--- config.mk ---
export PLATFORM = sky130hd
export DESIGN_NAME = bus8_master
export DESIGN_NICKNAME = d
export VERILOG_FILES = /design/src/rtl/bus8_master.sv
export SDC_FILE = /design/constraint.sdc
export NUM_CORES = 1
export LEC_CHECK = 0
export CORE_MARGIN = 4
export CORE_UTILIZATION = 41
export DETAILED_ROUTE_END_ITERATION = 8
export GPL_TIMING_DRIVEN = 0
export PLACE_DENSITY = 0.78
export SLEW_MARGIN = 5
export SYNTH_ARGS = -nofsm -noshare
export SYNTH_HDL_FRONTEND = slang
export SYNTH_SLANG_ARGS = --single-unit
--- constraint.sdc ---
create_clock -name i_Bus_Clk -period 1.71 [get_ports i_Bus_Clk]
set_input_delay 0.4275 -clock i_Bus_Clk [delete_from_list [all_inputs] [get_ports i_Bus_Clk]]
set_output_delay 0.4275 -clock i_Bus_Clk [all_outputs]
set_load 0.03 [all_outputs]
--- src/rtl/bus8_master.sv ---
// bus8_master: single-command initiator for the 8-bit register bus.
// Takes one read/write command per valid/ready handshake, strobes the bus
// for one cycle, collects read data (with a bounded wait window) and returns
// a one-cycle response for every accepted command.
module bus8_master #(
    parameter int ADDR_WIDTH     = 8,
    parameter int TIMEOUT_CYCLES = 16
) (
    input  logic                  i_Bus_Clk,
    input  logic                  i_Bus_Rst,
    input  logic                  i_Cmd_Valid,
    output logic                  o_Cmd_Ready,
    input  logic                  i_Cmd_Wr_Rd_n,
    input  logic [ADDR_WIDTH-1:0] i_Cmd_Addr,
    input  logic [7:0]            i_Cmd_Wr_Data,
    output logic                  o_Rsp_Valid,
    output logic [7:0]            o_Rsp_Rd_Data,
    output logic                  o_Rsp_Timeout,
    output logic                  o_Bus_CS,
    output logic                  o_Bus_Wr_Rd_n,
    output logic [ADDR_WIDTH-1:0] o_Bus_Addr,
    output logic [7:0]            o_Bus_Wr_Data,
    input  logic [7:0]            i_Bus_Rd_Data,
    input  logic                  i_Bus_Rd_DV
);

    localparam int CNT_W = $clog2(TIMEOUT_CYCLES + 1);
    // Count value reached on the last cycle of the read wait window.
    localparam logic [CNT_W-1:0] CNT_LAST = CNT_W'(TIMEOUT_CYCLES - 1);

    typedef enum logic [1:0] {
        S_IDLE    = 2'd0,
        S_ISSUE   = 2'd1,
        S_WAIT_RD = 2'd2,
        S_RESP    = 2'd3
    } state_t;

    state_t                state_reg, state_next;
    logic [CNT_W-1:0]      cnt_reg, cnt_next;
    logic                  cmd_ready_reg, cmd_ready_next;
    logic                  rsp_valid_reg, rsp_valid_next;
    logic [7:0]            rsp_rd_data_reg, rsp_rd_data_next;
    logic                  rsp_timeout_reg, rsp_timeout_next;
    logic                  bus_cs_reg, bus_cs_next;
    logic                  bus_wr_rd_n_reg, bus_wr_rd_n_next;
    logic [ADDR_WIDTH-1:0] bus_addr_reg, bus_addr_next;
    logic [7:0]            bus_wr_data_reg, bus_wr_data_next;

    // State, counter and every output register; all outputs come straight from flops.
    always_ff @(posedge i_Bus_Clk or posedge i_Bus_Rst) begin
        if (i_Bus_Rst) begin
            state_reg       <= S_IDLE;
            cnt_reg         <= '0;
            cmd_ready_reg   <= 1'b1;
            rsp_valid_reg   <= 1'b0;
            rsp_rd_data_reg <= 8'h00;
            rsp_timeout_reg <= 1'b0;
            bus_cs_reg      <= 1'b0;
            bus_wr_rd_n_reg <= 1'b0;
            bus_addr_reg    <= '0;
            bus_wr_data_reg <= 8'h00;
        end else begin
            state_reg       <= state_next;
            cnt_reg         <= cnt_next;
            cmd_ready_reg   <= cmd_ready_next;
            rsp_valid_reg   <= rsp_valid_next;
            rsp_rd_data_reg <= rsp_rd_data_next;
            rsp_timeout_reg <= rsp_timeout_next;
            bus_cs_reg      <= bus_cs_next;
            bus_wr_rd_n_reg <= bus_wr_rd_n_next;
            bus_addr_reg    <= bus_addr_next;
            bus_wr_data_reg <= bus_wr_data_next;
        end
    end

    // Next-state and next-output logic. Outputs are computed one cycle ahead
    // so that CS lands in ISSUE and the response pulse lands in RESP.
    always_comb begin
        state_next       = state_reg;
        cnt_next         = cnt_reg;
        cmd_ready_next   = cmd_ready_reg;
        rsp_valid_next   = 1'b0;
        rsp_rd_data_next = rsp_rd_data_reg;
        rsp_timeout_next = rsp_timeout_reg;
        bus_cs_next      = 1'b0;
        bus_wr_rd_n_next = bus_wr_rd_n_reg;
        bus_addr_next    = bus_addr_reg;
        bus_wr_data_next = bus_wr_data_reg;

        case (state_reg)
            S_IDLE: begin
                // The bus registers double as the command capture registers.
                if (i_Cmd_Valid && cmd_ready_reg) begin
                    cmd_ready_next   = 1'b0;
                    bus_cs_next      = 1'b1;
                    bus_wr_rd_n_next = i_Cmd_Wr_Rd_n;
                    bus_addr_next    = i_Cmd_Addr;
                    bus_wr_data_next = i_Cmd_Wr_Data;
                    state_next       = S_ISSUE;
                end
            end
            S_ISSUE: begin
                if (bus_wr_rd_n_reg) begin
                    rsp_valid_next   = 1'b1;
                    rsp_rd_data_next = 8'h00;
                    rsp_timeout_next = 1'b0;
                    state_next       = S_RESP;
                end else begin
                    cnt_next   = '0;
                    state_next = S_WAIT_RD;
                end
            end
            S_WAIT_RD: begin
                // Data-valid is checked first so it wins on the final window cycle.
                if (i_Bus_Rd_DV) begin
                    rsp_valid_next   = 1'b1;
                    rsp_rd_data_next = i_Bus_Rd_Data;
                    rsp_timeout_next = 1'b0;
                    state_next       = S_RESP;
                end else begin
                    cnt_next = cnt_reg + CNT_W'(1);
                    if (cnt_reg == CNT_LAST) begin
                        rsp_valid_next   = 1'b1;
                        rsp_rd_data_next = 8'h00;
                        rsp_timeout_next = 1'b1;
                        state_next       = S_RESP;
                    end
                end
            end
            S_RESP: begin
                cmd_ready_next = 1'b1;
                state_next     = S_IDLE;
            end
            default: begin
                cmd_ready_next = 1'b1;
                state_next     = S_IDLE;
            end
        endcase
    end

    assign o_Cmd_Ready   = cmd_ready_reg;
    assign o_Rsp_Valid   = rsp_valid_reg;
    assign o_Rsp_Rd_Data = rsp_rd_data_reg;
    assign o_Rsp_Timeout = rsp_timeout_reg;
    assign o_Bus_CS      = bus_cs_reg;
    assign o_Bus_Wr_Rd_n = bus_wr_rd_n_reg;
    assign o_Bus_Addr    = bus_addr_reg;
    assign o_Bus_Wr_Data = bus_wr_data_reg;

endmodule

==> results of run 1 <==
## worst paths after layout
check | cells after the start | endpoint | start
worst min register to register | 2 | o_Rsp_Rd_Data[1] | o_Rsp_Rd_Data[1]
worst min-delay path | 3 | o_Rsp_Timeout | i_Bus_Rd_DV
worst max register to register | 6 | state_reg[1] | cnt_reg[1]
max in group asynchronous | 2 | o_Rsp_Rd_Data[5] | i_Bus_Rst
min in group asynchronous | 2 | o_Bus_Wr_Data[5] | i_Bus_Rst
worst max-delay path | 6 | state_reg[1] | cnt_reg[1]
## routing by layer
layer  global-route usage  wire [µm]
met5                    0          0
met4               0.0697         82
met3               0.0360        176
met2                0.305       2300
met1                0.201       1690
## synth_stat cells
master / number
a211oi_1: 2
a21boi_0: 1
a21o_1: 1
a21oi_1: 4
a21oi_2: 1
a22o_1: 7
a2bb2oi_1: 1
a31oi_1: 1
and3_1: 1
buf_2: 2
buf_4: 1
buf_6: 2
clkbuf_1: 1
dfrtp_1: 35
dfstp_2: 1
ha_1: 7
inv_1: 7
mux2_2: 10
mux2_4: 10
mux2i_1: 1
nand2_1: 11
nand2b_1: 2
nand3_4: 1
nand4_1: 8
nand4b_1: 1
nor2_1: 2
nor2b_1: 2
nor3b_1: 1
nor3b_4: 1
o21ai_0: 11
## worst max-delay path: stages (launching register included)
cell     delay [ns]
dfrtp_1        0.40
ha_2           0.19
and3_4         0.18
ha_4           0.17
nor3b_4        0.26
a21oi_2        0.08
mux2_4         0.30
## metrics by stage
step,setup slack (ns),TNS [ns],std cells,util
after floorplan,0.00716,0,136,-
after global placement,-0.256,-9.52,242,0.587
after detailed placement,-0.321,-12.44,242,0.587
after CTS,0.0000482,0,253,0.617
after global routing,-0.0703,-0.0967,253,0.619
final,0.00918,0,253,0.619
## cells by family after synthesis
kind of cell,Yosys count,share of synthesized area
compound gates,29,0.112
fa+ha+maj,7,0.0514
buf+inv,13,0.0411
mux,21,0.160
simple gates,30,0.107
flops,36,0.529
## layout by cell type, fill, tap and decap left out, types with 2 or more instances in the layout
cell type	netlist	final
clkbuf_2	0	2
nor2_1	2	2
nand4_1	8	8
mux2_2	10	10
dfrtp_1	35	35
buf_4	1	4
clkbuf_8	0	7
dlygate4sd2_1	0	26
nand2_1	11	11
inv_2	0	2
mux2_4	10	10
clkdlybuf4s50_1	0	27
a22o_1	7	7
o21ai_0	11	10
ha_1	7	3
ha_2	0	3
inv_1	7	5
a211oi_1	2	2
nor2b_1	2	2
a21oi_1	4	4
buf_6	2	2
nand2b_1	2	2
buf_2	2	2
## final cells by class
class	count	area [µm²]	share of cell area
Buffer	6	43.8	0.0177
Clock buffer	7	96.3	0.0389
Clock inverter	1	30.0	0.0121
Inverter	7	26.3	0.0106
Multi-Input combinational cell	87	771	0.311
Sequential cell	36	902	0.365
Tap cell	50	62.6	0.0253
Timing Repair Buffer	59	543	0.219
## what timing repair did
action,in CTS,in global routing
resized for setup,31,8
endpoints found under the setup margin,42,18
pin swaps,1,0
setup buffers,3,0
hold endpoints to repair,0,0
## power groups by stage
stage                     sequential, µW  clock, µW  combinational (µW)
after CTS                           1480        829                2470
after detailed placement            1520          0                2620
after global placement              1480          0                2540
final                               1490        823                2480
after floorplan                     2110          0                 998
after global routing                1530        876                2640
==> reports/results.md, run 1 <==
| Quantity | Value | Unit |
| --- | --- | --- |
| Highest achievable clock rate | 588 | MHz |
| Detailed Routing Iterations Pass 1 | 4 | - |
| Count of H-tree levels built during CTS | 2 | - |
| DRC errors left | 0 | - |
| Initial standard-cell utilization of the core | 0.426 | - |
| Number of buffers created by CTS | 5 | - |
| Worst skew pair latency | 0.29 | ns |
| Clock network fraction of design power | 0.172 | - |
| Die outline area | 0.00526 | mm² |
| Switching Power | 2010 | µW |
| Worst Path Arrival | 1.87 | ns |
| Sw Ratio | 0.419 | - |
| Global-route wire length before repair | 6.83 | mm |
| Unrepaired setup endpoints after global routing | yes | - |
| Total track usage | 0.172 | - |
| Clock Tree Root | clkbuf_8 | - |
| Type of element launching the critical path | flop | - |
| Worst hold slack | 0.476 | ns |
| Worst IR Drop VDD | 0.813 | mV |
| Post-synth top area share | 0.514 | - |
| Post-route clock period utilization | 0.995 | - |
| Reg-to-reg setup timing slack | 0.009 | ns |
| Flip-flop and latch count after synthesis | 36 | - |
| Initial antenna violation count | 0 | - |
| I/O pins | 58 | - |
| Chip height | 72.5 | µm |
| Dpl hpwl | 3.21 | mm |
| Worst Path Max Fanout | 4 | - |
| TritonCTS clock tree | done | - |
| Maximum buffer depth of the clock tree | 2 | - |
| Mean number of vias per cell | 5.19 | - |
| Pin count of the biggest net entering global routing | 37 | - |
| Global placement routability congestion | 0.763 | - |
| Classification of the worst-slack hold path | primary input to flop | - |
| Residual overflow from global routing | 0 | - |
| Headroom to the max-slew limit | 0.504 | - |
| Logic pwr share | 0.518 | - |
| Area added between synthesis and finish | 45.1 | % |
| Part of the total power dissipated in sequential elements | 0.311 | - |
| Fin. max-slew vios | 0 | - |
| Chip width | 72.5 | µm |
| Crit Path Category | flop to flop | - |
| Final min period | 1.70 | ns |
| Average size of a mapped cell | 12.5 | µm² |
| Post-synth net total | 172 | - |
| Slew of the pin with the lowest slew margin | 0.742 | ns |
| Clock tree skew after final layout | 0.00573 | ns |
| Main area contributors after synthesis | dfrtp_1, mux2_4, mux2_2 | - |
| Total of max-cap violations | 0 | - |
| Layout cell share with drive strength beyond 1 | 0.246 | - |
| Vias in the first global route | 1373 | - |
| Port Buf Inserts | 56 | - |
| Number of fillers in the final layout | 316 | - |
| Post-route total power | 4790 | µW |
| Row count | 23 | - |
| Diode insertion count for antenna repair | 0 | - |
| Synth area leader | dfrtp_1 | - |
| Power per unit of standard cell area | 1940 | mW/mm² |
| Count of synthesis-stage warnings from yosys | 0 | - |
| Internal Power | 2780 | µW |
| Design Area, Final | 0.00247 | mm² |
| Area of placed instances | 0.00235 | mm² |
| CTS Sinks | 36 | - |
| Layout Nets | 238 | - |
| Post-synthesis cell count | 136 | - |
| Final wirelength | 4.25 | mm |
| Kind of capture point of the worst setup path | flop | - |
| Result of the run | complete, no violations | - |
| Seq/Total Area, Yosys | 0.529 | - |
| Required time of the critical path | 1.88 | ns |
| Number of failing setup endpoints in the final timing report | 0 | - |
| Clock transition at path regs | 0.07 | ns |
| Detailed-route via count | 1314 | - |
| CTS Hold Buffers Added | 0 | - |
| Starting DRT DRC Count | 111 | - |
| Cell area after synthesis | 0.00171 | mm² |
| Core area | 0.00400 | mm² |
| Post-DR wirelength/cell | 16.8 | µm |
| Count of antenna-violating nets left after detailed routing | 0 | - |
| Number of distinct library cells after synthesis | 30 | - |
| Number of endpoints with negative hold slack in the final report | 0 | - |
| Static power due to leakage | 0.00122 | µW |
Note: power is estimated with default switching activity, not from simulation.
==> inputs of run 2 (changes only) <==
--- a/config.mk
+++ b/config.mk
@@ -5,7 +5,7 @@
 export SDC_FILE = /design/constraint.sdc
 export NUM_CORES = 1
 export LEC_CHECK = 0
-export CORE_MARGIN = 4
+export CORE_MARGIN = 3
 export CORE_UTILIZATION = 41
 export DETAILED_ROUTE_END_ITERATION = 8
 export GPL_TIMING_DRIVEN = 0
==> run 2 against run 1 <==
Total power decreased by 0.62%. Critical path depth is 5 lower. Combinational power up 2%. Via count grew 1.8%. Sequential power hardly changed. Final cell count up 0.40%. Final area rose by 0.45%. Setup slack gained 0.016 ns. Sequential share of layout area down 0.17 points. Global-route usage increased by 0.90 points. Non-clock buffer count is 3 higher. Flip-flop and latch count unchanged. Critical endpoint is now o_Bus_Wr_Rd_n. Largest cell class unchanged.
==> reports/results.md, run 2 (synthesized netlist as in run 1, its figures left out) <==
| Quantity | Value | Unit |
| --- | --- | --- |
| Kind of capture point of the worst setup path | output port | - |
| Clock tree skew after final layout | 0.0106 | ns |
| Vias in the first global route | 1409 | - |
| Layout Nets | 241 | - |
| Fin. max-slew vios | 0 | - |
| Final wirelength | 4.20 | mm |
| Total of max-cap violations | 0 | - |
| Dpl hpwl | 3.00 | mm |
| Most used cells in the layout excluding fill and tap cells | dfrtp_1, dlygate4sd2_1, clkdlybuf4s50_1, nand2_1 | - |
| Static power due to leakage | 0.00121 | µW |
| Type of element launching the critical path | flop | - |
| Unrepaired setup endpoints after global routing | yes | - |
| CTS Sinks | 36 | - |
| Worst Path Buf+Inv | 1 | - |
| Area added between synthesis and finish | 45.8 | % |
| Post-route clock period utilization | 0.985 | - |
| Worst Path Arrival | 1.26 | ns |
| CTS Hold Buffers Added | 0 | - |
| Largest stage delay, worst path | 0.53 | ns |
| Clock Tree Root | clkbuf_8 | - |
| Design Area, Final | 0.00249 | mm² |
| Number of fillers in the final layout | 302 | - |
| Chip width | 70.5 | µm |
| Worst IR Drop VDD | 1.37 | mV |
| Setup_tns | 0 | ns |
| Area of placed instances | 0.00235 | mm² |
| Detailed Routing Iterations Pass 1 | 4 | - |
| Layout cell share with drive strength beyond 1 | 0.252 | - |
| Diode insertion count for antenna repair | 0 | - |
| Residual overflow from global routing | 0 | - |
| Global-route wire length before repair | 7.02 | mm |
| Mean number of vias per cell | 5.27 | - |
| Crit Path Category | flop to output port | - |
| Required time of the critical path | 1.28 | ns |
| Classification of the worst-slack hold path | primary input to flop | - |
| Global placement routability congestion | 0.765 | - |
| Number of failing setup endpoints in the final timing report | 0 | - |
| Worst hold slack | 0.470 | ns |
| Slew of the pin with the lowest slew margin | 0.775 | ns |
| I/O pins | 58 | - |
| Count of H-tree levels built during CTS | 2 | - |
| Total track usage | 0.181 | - |
| Row count | 22 | - |
| Power per unit of standard cell area | 1920 | mW/mm² |
| Pin count of the biggest net entering global routing | 37 | - |
| Highest achievable clock rate | 594 | MHz |
| Result of the run | complete, no violations | - |
| Die outline area | 0.00497 | mm² |
| Final min period | 1.68 | ns |
| Clock transition at path regs | 0.07 | ns |
| Critical-path cell with the highest stage delay | dfrtp_1 | - |
| Initial antenna violation count | 0 | - |
| DRC errors left | 0 | - |
| Worst skew pair latency | 0.29 | ns |
| Post-route total power | 4760 | µW |
| Post-DR wirelength/cell | 16.5 | µm |
| Detailed-route via count | 1338 | - |
| Delay-heaviest family, CP | flip-flops | - |
| Maximum buffer depth of the clock tree | 2 | - |
| Worst Path Max Fanout | 8 | - |
| Starting DRT DRC Count | 41 | - |
| Port Buf Inserts | 56 | - |
| Number of buffers created by CTS | 5 | - |
| Core area | 0.00383 | mm² |
| Most common library cell in the layout ignoring fill and taps | dfrtp_1 | - |
| Chip height | 70.5 | µm |
| Cell breakdown of the critical path | dlygate4sd2_1 | - |
| Initial standard-cell utilization of the core | 0.446 | - |
| Number of endpoints with negative hold slack in the final report | 0 | - |
| Count of antenna-violating nets left after detailed routing | 0 | - |
| Headroom to the max-slew limit | 0.482 | - |
| TritonCTS clock tree | done | - |
## run 2: cell types whose count changed in the layout (fill, tap and decap cells not counted), sizes merged
cell / change
buf: +3
clkbuf: -2
dlygate4sd2: +2
clkinv: +1
clkinvlp: +1
dlymetal6s2s: -1
inv: -1
## run 2: per-layer routing
layer	global-route usage	routed length [µm]	part of all wire
met1	0.212	1680	0.40
met2	0.313	2260	0.54
met3	0.0331	176	0.042
met4	0.0894	87	0.021
met5	0	0	0
## run 2: per-stage QoR
step	cells	utilization	worst slack (ns)
floorplan	136	-	0.00716
detailed placement	240	0.613	-0.359
CTS	251	0.641	0.00772
global route	254	0.650	-0.0314
global placement	240	0.613	-0.254
finish	254	0.650	0.0253
## run 2: cell type report
type	count	area, µm²	share of cell area
clock inverter	2	35.0	0.0141
timing repair buffer	62	566	0.227
clock buffer	6	72.6	0.0292
inverter	7	30.0	0.0121
sequential	36	902	0.363
buffer	6	45.0	0.0181
tap	48	60.1	0.0242
multi-input combinational	87	776	0.312
## run 2: final timing paths
kind,startpoint,end,slack [ns],cells after the start
max reg2reg,cnt_reg[1],state_reg[1],0.03,6
min in group asynchronous,i_Bus_Rst,o_Bus_Addr[3],0.61,2
min reg2reg,o_Bus_Wr_Data[4],o_Bus_Wr_Data[4],0.50,1
max,o_Bus_Wr_Rd_n,o_Bus_Wr_Rd_n,0.03,1
max in group asynchronous,i_Bus_Rst,o_Rsp_Valid,0.66,2
min,i_Bus_Rd_DV,o_Rsp_Timeout,0.47,3
## run 2: repair_timing
action	in CTS	in global routing
pin swaps	1	2
endpoints found under the setup margin	83	18
buffers inserted	3	3
gates resized for setup	33	7
## run 2: report_power, final
group | switching (µW) | internal [µW] | total, µW
Sequential | 244 | 1240 | 1480
Clock | 308 | 433 | 740
Combinational | 1460 | 1080 | 2540
Total | 2010 | 2750 | 4760
